File: config.mk
export PLATFORM = sky130hd
export DESIGN_NAME = keypad_scanner
export DESIGN_NICKNAME = d
export VERILOG_FILES = /design/src/rtl/keypad_scanner.sv
export SDC_FILE = /design/constraint.sdc
export NUM_CORES = 1
export LEC_CHECK = 0
export BUFFER_PORTS_ARGS = -buffer_cell sky130_fd_sc_hd__buf_4
export CELL_PAD_IN_SITES_DETAIL_PLACEMENT = 0
export CELL_PAD_IN_SITES_GLOBAL_PLACEMENT = 1
export CORE_UTILIZATION = 50
export CTS_CLUSTER_DIAMETER = 40
export CTS_CLUSTER_SIZE = 30
export DETAILED_ROUTE_END_ITERATION = 16
export HOLD_SLACK_MARGIN = 0.12
export PLACE_DENSITY_LB_ADDON = 0.1
export SLEW_MARGIN = 20
export SYNTH_ARGS = -nofsm -noshare
export SYNTH_HDL_FRONTEND = slang
export SYNTH_SLANG_ARGS = --single-unit
File: constraint.sdc
create_clock -name clk -period 6.7 [get_ports clk]
set_input_delay 0.67 -clock clk [delete_from_list [all_inputs] [get_ports clk]]
set_output_delay 0.67 -clock clk [all_outputs]
set_load 0.02 [all_outputs]
File: src/rtl/keypad_scanner.sv
// 4x4 active-low matrix keypad scanner with press/release debounce.
// Accepted keys are encoded to a hex nibble and shifted into a 32-bit entry
// register whose newest nibble sits in value[3:0].
module keypad_scanner #(
  parameter int unsigned SCAN_DIV     = 100000,
  parameter int unsigned DEBOUNCE_CNT = 2000000
) (
  input  logic        clk,
  input  logic        reset,
  input  logic [3:0]  row,
  output logic [3:0]  col,
  output logic [31:0] value,
  output logic [3:0]  key_code,
  output logic        key_valid
);

  localparam int unsigned ScanW = (SCAN_DIV > 1) ? $clog2(SCAN_DIV) : 1;
  localparam int unsigned DebW  = (DEBOUNCE_CNT > 1) ? $clog2(DEBOUNCE_CNT) : 1;
  localparam logic [ScanW-1:0] ScanLast = ScanW'(SCAN_DIV - 1);
  localparam logic [DebW-1:0]  DebLast  = DebW'(DEBOUNCE_CNT - 1);

  typedef enum logic [1:0] {StScan, StDebounce, StHeld, StRelease} state_e;

  state_e           state_q;
  logic [3:0]       row_meta;
  logic [3:0]       row_s;
  logic [ScanW-1:0] scan_cnt_q;
  logic [DebW-1:0]  deb_cnt_q;
  logic [1:0]       col_idx_q;
  logic [3:0]       pat_q;
  logic [1:0]       hit_row;
  logic [3:0]       map_code;

  // Two-flop synchronizer for the asynchronous row lines (idle high).
  always_ff @(posedge clk or posedge reset) begin
    if (reset) begin
      row_meta <= 4'hF;
      row_s    <= 4'hF;
    end else begin
      row_meta <= row;
      row_s    <= row_meta;
    end
  end

  // Lowest-index low row of the latched pattern wins when several keys share a column.
  always_comb begin
    hit_row = 2'd0;
    for (int i = 3; i >= 0; i--) begin
      if (!pat_q[i]) hit_row = 2'(i);
    end
  end

  // Key map indexed by {row, column}.
  always_comb begin
    map_code = 4'h0;
    case ({hit_row, col_idx_q})
      4'b00_00: map_code = 4'h1;
      4'b00_01: map_code = 4'h2;
      4'b00_10: map_code = 4'h3;
      4'b00_11: map_code = 4'hA;
      4'b01_00: map_code = 4'h4;
      4'b01_01: map_code = 4'h5;
      4'b01_10: map_code = 4'h6;
      4'b01_11: map_code = 4'hB;
      4'b10_00: map_code = 4'h7;
      4'b10_01: map_code = 4'h8;
      4'b10_10: map_code = 4'h9;
      4'b10_11: map_code = 4'hC;
      4'b11_00: map_code = 4'h0;
      4'b11_01: map_code = 4'hF;
      4'b11_10: map_code = 4'hE;
      default:  map_code = 4'hD;
    endcase
  end

  // Scan / debounce / held / release FSM with registered outputs.
  always_ff @(posedge clk or posedge reset) begin
    if (reset) begin
      state_q    <= StScan;
      scan_cnt_q <= '0;
      deb_cnt_q  <= '0;
      col_idx_q  <= 2'd0;
      pat_q      <= 4'hF;
      col        <= 4'b1110;
      value      <= 32'h0;
      key_code   <= 4'h0;
      key_valid  <= 1'b0;
    end else begin
      key_valid <= 1'b0;
      unique case (state_q)
        StScan: begin
          if (scan_cnt_q == ScanLast) begin
            scan_cnt_q <= '0;
            if (row_s != 4'hF) begin
              // Column stays frozen; col_idx_q already names the hit column.
              pat_q     <= row_s;
              deb_cnt_q <= '0;
              state_q   <= StDebounce;
            end else begin
              col       <= {col[2:0], col[3]};
              col_idx_q <= col_idx_q + 2'd1;
            end
          end else begin
            scan_cnt_q <= scan_cnt_q + ScanW'(1);
          end
        end
        StDebounce: begin
          if (row_s != pat_q) begin
            state_q    <= StScan;
            scan_cnt_q <= '0;
            col        <= {col[2:0], col[3]};
            col_idx_q  <= col_idx_q + 2'd1;
          end else if (deb_cnt_q == DebLast) begin
            key_code  <= map_code;
            value     <= {value[27:0], map_code};
            key_valid <= 1'b1;
            state_q   <= StHeld;
          end else begin
            deb_cnt_q <= deb_cnt_q + DebW'(1);
          end
        end
        StHeld: begin
          // Extra keys pressed here are ignored; only full release matters.
          if (row_s == 4'hF) begin
            deb_cnt_q <= '0;
            state_q   <= StRelease;
          end
        end
        StRelease: begin
          if (row_s != 4'hF) begin
            state_q <= StHeld;
          end else if (deb_cnt_q == DebLast) begin
            state_q    <= StScan;
            scan_cnt_q <= '0;
            col        <= {col[2:0], col[3]};
            col_idx_q  <= col_idx_q + 2'd1;
          end else begin
            deb_cnt_q <= deb_cnt_q + DebW'(1);
          end
        end
        default: state_q <= StScan;
      endcase
    end
  end

endmodule
==> flow_metrics.env, run 1 <==
export IMPL_status="completed"
export IMPL_slew_violations=0
export IMPL_final_nets=464
export IMPL_drtAntennaViolNets=0
export IMPL_synth_edf_count=0
export IMPL_synthCells=418
export IMPL_min_path_type="in2async"
export IMPL_routedWlPerCell_um=16.8
export IMPL_globalplace_congestion=0.841
export IMPL_drv_cap=0
export IMPL_p_per_area_nw_per_um2=194
export IMPL_critPathArrivalTime_ns=3.06
export IMPL_synth_main_ff_cell="dfrtp_1"
export IMPL_root_buffer="clkbuf_8"
export IMPL_timing_fmax_ghz=0.356
export IMPL_clkSlewWorstSetupHoldPaths_ns=0.10
export IMPL_worstPathMaxFanout=25
export IMPL_start_kind="flip-flop"
export IMPL_grt_busiest_layer="met2"
export IMPL_finalClockSkew_ns=0.0109
export IMPL_met1_usage=0.298
export IMPL_synth_area_um2=4540
export IMPL_grt_pass1_vias=3255
export IMPL_clk_latency_ns=0.36
export IMPL_use_met3=0.0417
export IMPL_synthesis_nets=429
export IMPL_setup_violations=0
export IMPL_cts_resized=0
export IMPL_drc=0
export IMPL_start_util=0.518
export IMPL_cts_tree="built"
export IMPL_area_delta_synth_final_pct=13.5
export IMPL_synth_distinct_cells=57
export IMPL_num_rows=34
export IMPL_dieWidth_um=97.3
export IMPL_antenna_found_initial=0
export IMPL_design_core_area_um2=8760
export IMPL_layout_min_cycle_time_ns=2.81
export IMPL_yosysTopAreaCellShare=0.419
export IMPL_fin_crit_sh=0.419
export IMPL_rsz0062_at_grt="no"
export IMPL_via_per_inst=5.99
export IMPL_synth_avg_cell_area_um2=10.9
export IMPL_vias=3392
export IMPL_peakVddDrop_mv=0.120
export IMPL_portBuffers=46
export IMPL_grt_pass1_wl_um=16500
export IMPL_cts_num_sinks=91
export IMPL_yosysTopAreaCell="dfrtp_1"
export IMPL_clk_path_buf_depth=2
export IMPL_wirelength_um=9510
export IMPL_ff_latch_area_um2=2300
export IMPL_hold_buffers=0
export IMPL_diodes=0
export IMPL_end_kind="flip-flop"
export IMPL_dieArea_um2=9470
export IMPL_worstMarginPinSlew_ns=0.896
export IMPL_drtIter0Drc=140
export IMPL_yosysWarnings=0
export IMPL_drive_above_1_share=0.277
export IMPL_cts_htree_levels=3
export IMPL_p_leak_nw=2.31
export IMPL_utilization=0.588
export IMPL_die_h_um=97.3
export IMPL_ys_seq_area_frac=0.506
export IMPL_multiInputGateArea_um2=2070
export IMPL_required_ns=6.95
export IMPL_grt_overflow_total=0
export IMPL_relSlewSlack=0.403
export IMPL_synth_ff_latch_count=91
export IMPL_synth_area_leaders="dfrtp_1 (42%), mux2_2 (9.4%), dfstp_2 (8.7%)"
export IMPL_grt_max_degree=72
export IMPL_n_fill_cell=769
export IMPL_use_met2=0.347
export IMPL_hpwl_um=6300
export IMPL_dr_pass1_iters=4
export IMPL_gr_usage_all_layers=0.216
export IMPL_cts_setup_buffers=0
export IMPL_crit_type="reg2reg"
export IMPL_hold_viol=0
export IMPL_ys_async_sr_fraction=1.00
export IMPL_setup_tns_final_ns=0
export IMPL_cts_buffers=9
export IMPL_io_pins=47
[cell type report]
cell class,count,area share
Clock buffer,10,0.0267
Clock inverter,6,0.0184
Timing Repair Buffer,50,0.0728
Tap cell,108,0.0262
Sequential cell,91,0.445
Multi-Input combinational cell,290,0.402
Inverter,11,0.00825
[sequential cells by signal, summed over array words and instances (netlist names)]
register / count
key_valid: 1
row_s: 4
deb_cnt_q: 21
value: 32
col_idx_q: 2
col: 4
state_q: 2
scan_cnt_q: 17
pat_q: 4
row_meta: 4
[cells by family (layout without fill, tap and decap cells)]
| logic type | after synthesis | count (layout) | synth area share |
|---|---|---|---|
| and+or+nand+nor | 146 | 146 | 0.186 |
| adders and majority gates | 5 | 5 | 0.0138 |
| DFF | 91 | 91 | 0.506 |
| AOI/OAI and AO/OA | 91 | 91 | 0.142 |
| xor gates and xnor gates | 6 | 6 | 0.0116 |
| buffers and inverters | 37 | 77 | 0.0380 |
| muxes | 42 | 42 | 0.104 |
[stage by stage]
stage | setup slack (ns) | cells | hold WS (ns) | total power, mW | instance area, um^2
6_report | 3.89 | 566 | 0.251 | 0.999 | 5150
5_1_grt | 3.65 | 566 | 0.250 | 1.04 | 5150
4_1_cts | 3.91 | 566 | 0.246 | 1.01 | 5150
3_5_place_dp | 3.96 | 550 | 0.347 | 0.582 | 4920
3_3_place_gp | 4.03 | 550 | 0.346 | 0.582 | 4920
2_1_floorplan | 3.69 | 418 | 0.345 | 0.575 | 4540
[critical path: stages (launching register included)]
cell     delay [ns]
dfrtp_1        0.92
inv_1          0.27
a21oi_1        0.72
nand2_1        0.35
o41ai_1        0.43
[synthesized netlist by cell type (all sizes together), types with 3 or more instances]
library cell  count
dfstp            15
o21a              4
o221ai            3
or3               3
a21oi            17
nor4              6
inv              11
and4              5
nand4            14
clkbuf           17
a41oi             3
mux2             41
nor3              7
dfrtp            76
nand2b           10
o31ai            13
a211o             3
or4               9
a31oi            12
buf               9
ha                5
o21ai            12
nand3            28
nand2            29
o211ai            8
xnor2             6
and3             14
nor2             11
[report_power, final]
group          internal, mW  leakage [nW]  total [mW]  switching, mW
Clock                 0.224         0.117       0.428          0.204
Sequential            0.553          1.20       0.555        0.00154
Combinational       0.00355         0.991      0.0161         0.0126
[routing by layer]
metal / share of wire / vias to the layer above
met4: 0.0091 / 0
met3: 0.036 / 7
li1: - / 1650
met5: 0 / -
met2: 0.49 / 66
met1: 0.47 / 1669
[path summary, 6_finish.rpt]
check                            startpoint              to  slack [ns]  depth (start not counted)
worst max register to register   state_q[0]   deb_cnt_q[20]        3.89                          4
min in group clk                row_meta[0]        row_s[0]        0.36                          0
worst min register to register  row_meta[0]        row_s[0]        0.36                          0
max in group asynchronous             reset  scan_cnt_q[15]        5.24                          3
worst min-delay path                  reset        value[9]        0.25                          2
worst max-delay path             state_q[0]   deb_cnt_q[20]        3.89                          4
[placed cells by master, fill, tap and decap left out, types with 4 or more instances in the layout]
cell	n
nand4_1	14
nor2_1	11
o31ai_1	13
o21a_1	4
and4_1	5
nor4_1	4
o21ai_0	9
dfrtp_1	76
mux2_2	38
nor3_1	7
nand2_1	29
a31oi_1	12
nand2b_1	10
inv_1	10
or4_1	8
nand3_1	28
buf_4	50
xnor2_1	6
clkbuf_8	10
a21oi_1	17
and3_1	14
o211ai_1	8
dfstp_2	15
ha_1	5
Note: power is estimated with default switching activity, not from simulation.
==> run 2: changes to the inputs <==
ABC_AREA = 1   (was unset)
CORE_UTILIZATION = 39   (was 50)
clock period = 2.3 ns   (was 6.7 ns; I/O delays follow)
==> run 2 against run 1 <==
Global-route usage is 2.4 points lower. Count of clock-buffer cells in the layout is the same. Clock skew fell by 0.0047 ns. Maximum frequency up 39%. Largest cell class is now multi-input combinational cells. Non-clock buffer count grew 8. Critical endpoint is now value[2]. Synthesized cell count grew 68%. Sequential power grew to 2.9 times the previous value. Setup slack got worse by 3.6 ns. Flip-flop and latch count did not move.
==> flow_metrics.env, run 2 <==
export IMPL_grt_pass1_vias=4194
export IMPL_drv_cap=0
export IMPL_layout_min_cycle_time_ns=2.02
export IMPL_drc=0
export IMPL_portBuffers=46
export IMPL_cts_buffers=9
export IMPL_globalplace_congestion=0.824
export IMPL_finalClockSkew_ns=0.00618
export IMPL_relSlewSlack=0.637
export IMPL_fin_cells=927
export IMPL_ys_seq_area_frac=0.447
export IMPL_final_nets=762
export IMPL_io_pins=47
export IMPL_wirelength_um=11700
export IMPL_setup_tns_final_ns=0
export IMPL_start_util=0.403
export IMPL_r2r_cells=9
export IMPL_final_common_cell="nand2_1"
export IMPL_gr_usage_all_layers=0.192
export IMPL_rr_startpoint="deb_cnt_q[0]"
export IMPL_grt_overflow_total=0
export IMPL_hold_viol=0
export IMPL_root_buffer="clkbuf_16"
export IMPL_rsz0062_at_grt="no"
export IMPL_worstReg2RegEnd="value[2]"
export IMPL_yosysTopAreaCell="dfrtp_1"
export IMPL_synth_main_ff_cell="dfrtp_1"
export IMPL_end_kind="flip-flop"
export IMPL_via_per_inst=4.73
export IMPL_largest_register_ffs=32
export IMPL_use_met2=0.306
export IMPL_synth_area_leaders="dfrtp_1 (37%), nand2_1 (18%), dfstp_2 (7.7%)"
export IMPL_cts_tree="built"
export IMPL_synth_edf_count=0
export IMPL_top_regs="value x32, deb_cnt_q x21, scan_cnt_q x17"
export IMPL_p_leak_nw=2.83
export IMPL_clkSlewWorstSetupHoldPaths_ns=0.06
export IMPL_required_ns=2.57
export IMPL_synth_most_common_cell="nand2_1"
export IMPL_synth_distinct_cells=33
export IMPL_ys_async_sr_fraction=1.00
export IMPL_drtAntennaViolNets=0
export IMPL_design_power_total_mw=3.01
export IMPL_grt_pass1_wl_um=20200
export IMPL_layout_common_cells="nand2_1 (240), nor2_1 (86), inv_1 (77), dfrtp_1 (76), nand3_1 (54)"
export IMPL_holdPathStages=0
export IMPL_regMostFlops="value"
export IMPL_synth_area_um2=5130
export IMPL_worstPathMaxFanout=7
export IMPL_timing_fmax_ghz=0.494
export IMPL_crit_type="reg2reg"
export IMPL_dp_cells=907
export IMPL_yosysTopAreaCellShare=0.371
export IMPL_synthTopCellsByCount="nand2_1 (240), nor2_1 (86), inv_1 (78)"
export IMPL_reg2reg_slack_ns=0.28
export IMPL_clk_latency_ns=0.35
export IMPL_design_core_area_um2=12700
export IMPL_slew_violations=0
export IMPL_worstMarginPinSlew_ns=0.544
export IMPL_synth_ff_latch_count=91
export IMPL_num_rows=41
export IMPL_drtIter0Drc=212
export IMPL_min_path_type="reg2reg"
export IMPL_synthCells=701
export IMPL_dieWidth_um=117
export IMPL_status="completed"
export IMPL_p_per_area_nw_per_um2=510
export IMPL_min_from="row_meta[3]"
export IMPL_yosysWarnings=0
export IMPL_vias=4382
export IMPL_dr_pass1_iters=4
export IMPL_drive_above_1_share=0.152
export IMPL_die_h_um=117
export IMPL_peakVddDrop_mv=0.322
export IMPL_fin_crit_sh=0.880
export IMPL_met1_usage=0.259
export IMPL_cts_htree_levels=3
export IMPL_dieArea_um2=13600
export IMPL_clk_path_buf_depth=2
export IMPL_diodes=0
export IMPL_grt_max_degree=92
export IMPL_synthesis_nets=712
export IMPL_routedWlPerCell_um=12.6
export IMPL_grt_busiest_layer="met2"
export IMPL_cts_num_sinks=91
export IMPL_synth_avg_cell_area_um2=7.32
export IMPL_antenna_found_initial=0
export IMPL_use_met3=0.0332
export IMPL_hold_path_end="row_s[3]"
export IMPL_setup_violations=0
export IMPL_area_delta_synth_final_pct=15.2
export IMPL_start_kind="flip-flop"
export IMPL_hpwl_um=8340
export IMPL_cts_setup_buffers=0
export IMPL_critPathArrivalTime_ns=2.29
[run 2: changes by cell type after synthesis, moves of 14 or more]
cell,delta
nand2_1,+211
and3_1,-14
inv_1,+67
mux2_2,-38
nand3_1,+26
o21ai_0,+31
nor2_1,+75
[run 2: cells by family (layout without fill, tap and decap cells)]
logic type      Yosys count  in the layout  synth area share
fa+ha+maj                 5              5            0.0122
xor+xnor                  8              8            0.0137
simple gates            430            430             0.363
flops                    91             91             0.447
compound gates           65             65            0.0709
buf+inv                 102            156            0.0924
[run 2: repair_timing]
item	CTS	global route
endpoints found under the setup margin	0	0
resized for setup	0	0
hold buffers	5	0
hold endpoints to repair	80	0
[run 2: final cells by class]
type	count	area (um^2)
tap	172	215
inverter	83	319
sequential	91	2300
fill	1334	6810
clock inverter	5	31.3
clock buffer	10	229
multi-input combinational	508	2360
timing repair buffer	58	460
[run 2: power by group]
group | switching [mW] | leakage [nW] | internal (mW)
sequential | 0.00529 | 1.20 | 1.61
clock | 0.615 | 0.118 | 0.720
combinational | 0.0406 | 1.51 | 0.0183
total | 0.661 | 2.83 | 2.35
[run 2: worst max-delay path by stage]
stage | startpoint | to | slack, ns
2_1_floorplan | deb_cnt_q[0] | deb_cnt_q[0] | 0.55
6_report | deb_cnt_q[0] | value[2] | 0.28
3_5_place_dp | deb_cnt_q[0] | value[2] | 0.27
3_3_place_gp | deb_cnt_q[0] | value[2] | 0.30
4_1_cts | deb_cnt_q[0] | value[2] | 0.24
5_1_grt | deb_cnt_q[0] | value[2] | 0.02
[run 2: critical path, stage by stage, from the launching register on]
cell      delay [ns]
dfrtp_1         0.45
ha_1            0.29
nand2_2         0.10
nor2_1          0.30
nand3_1         0.12
nor2_1          0.18
nand2_1         0.08
nor2_1          0.22
o211ai_1        0.12
o21ai_0         0.09
[run 2: stage by stage]
stage | area, um^2 | setup slack [ns] | util | hold WS, ns
final | 5910 | 0.276 | 0.465 | 0.355
after global routing | 5910 | 0.0214 | 0.465 | 0.358
after CTS | 5910 | 0.241 | 0.465 | 0.356
after detailed placement | 5600 | 0.274 | 0.440 | 0.339
after global placement | 5600 | 0.298 | 0.440 | 0.339
after floorplan | 5140 | 0.551 | - | 0.234
[run 2: routing by layer]
layer / wire [um] / vias to the layer above
met3: 324 / 11
li1: - / 2304
met2: 5260 / 68
met1: 5890 / 1999
met5: 0 / -
met4: 194 / 0
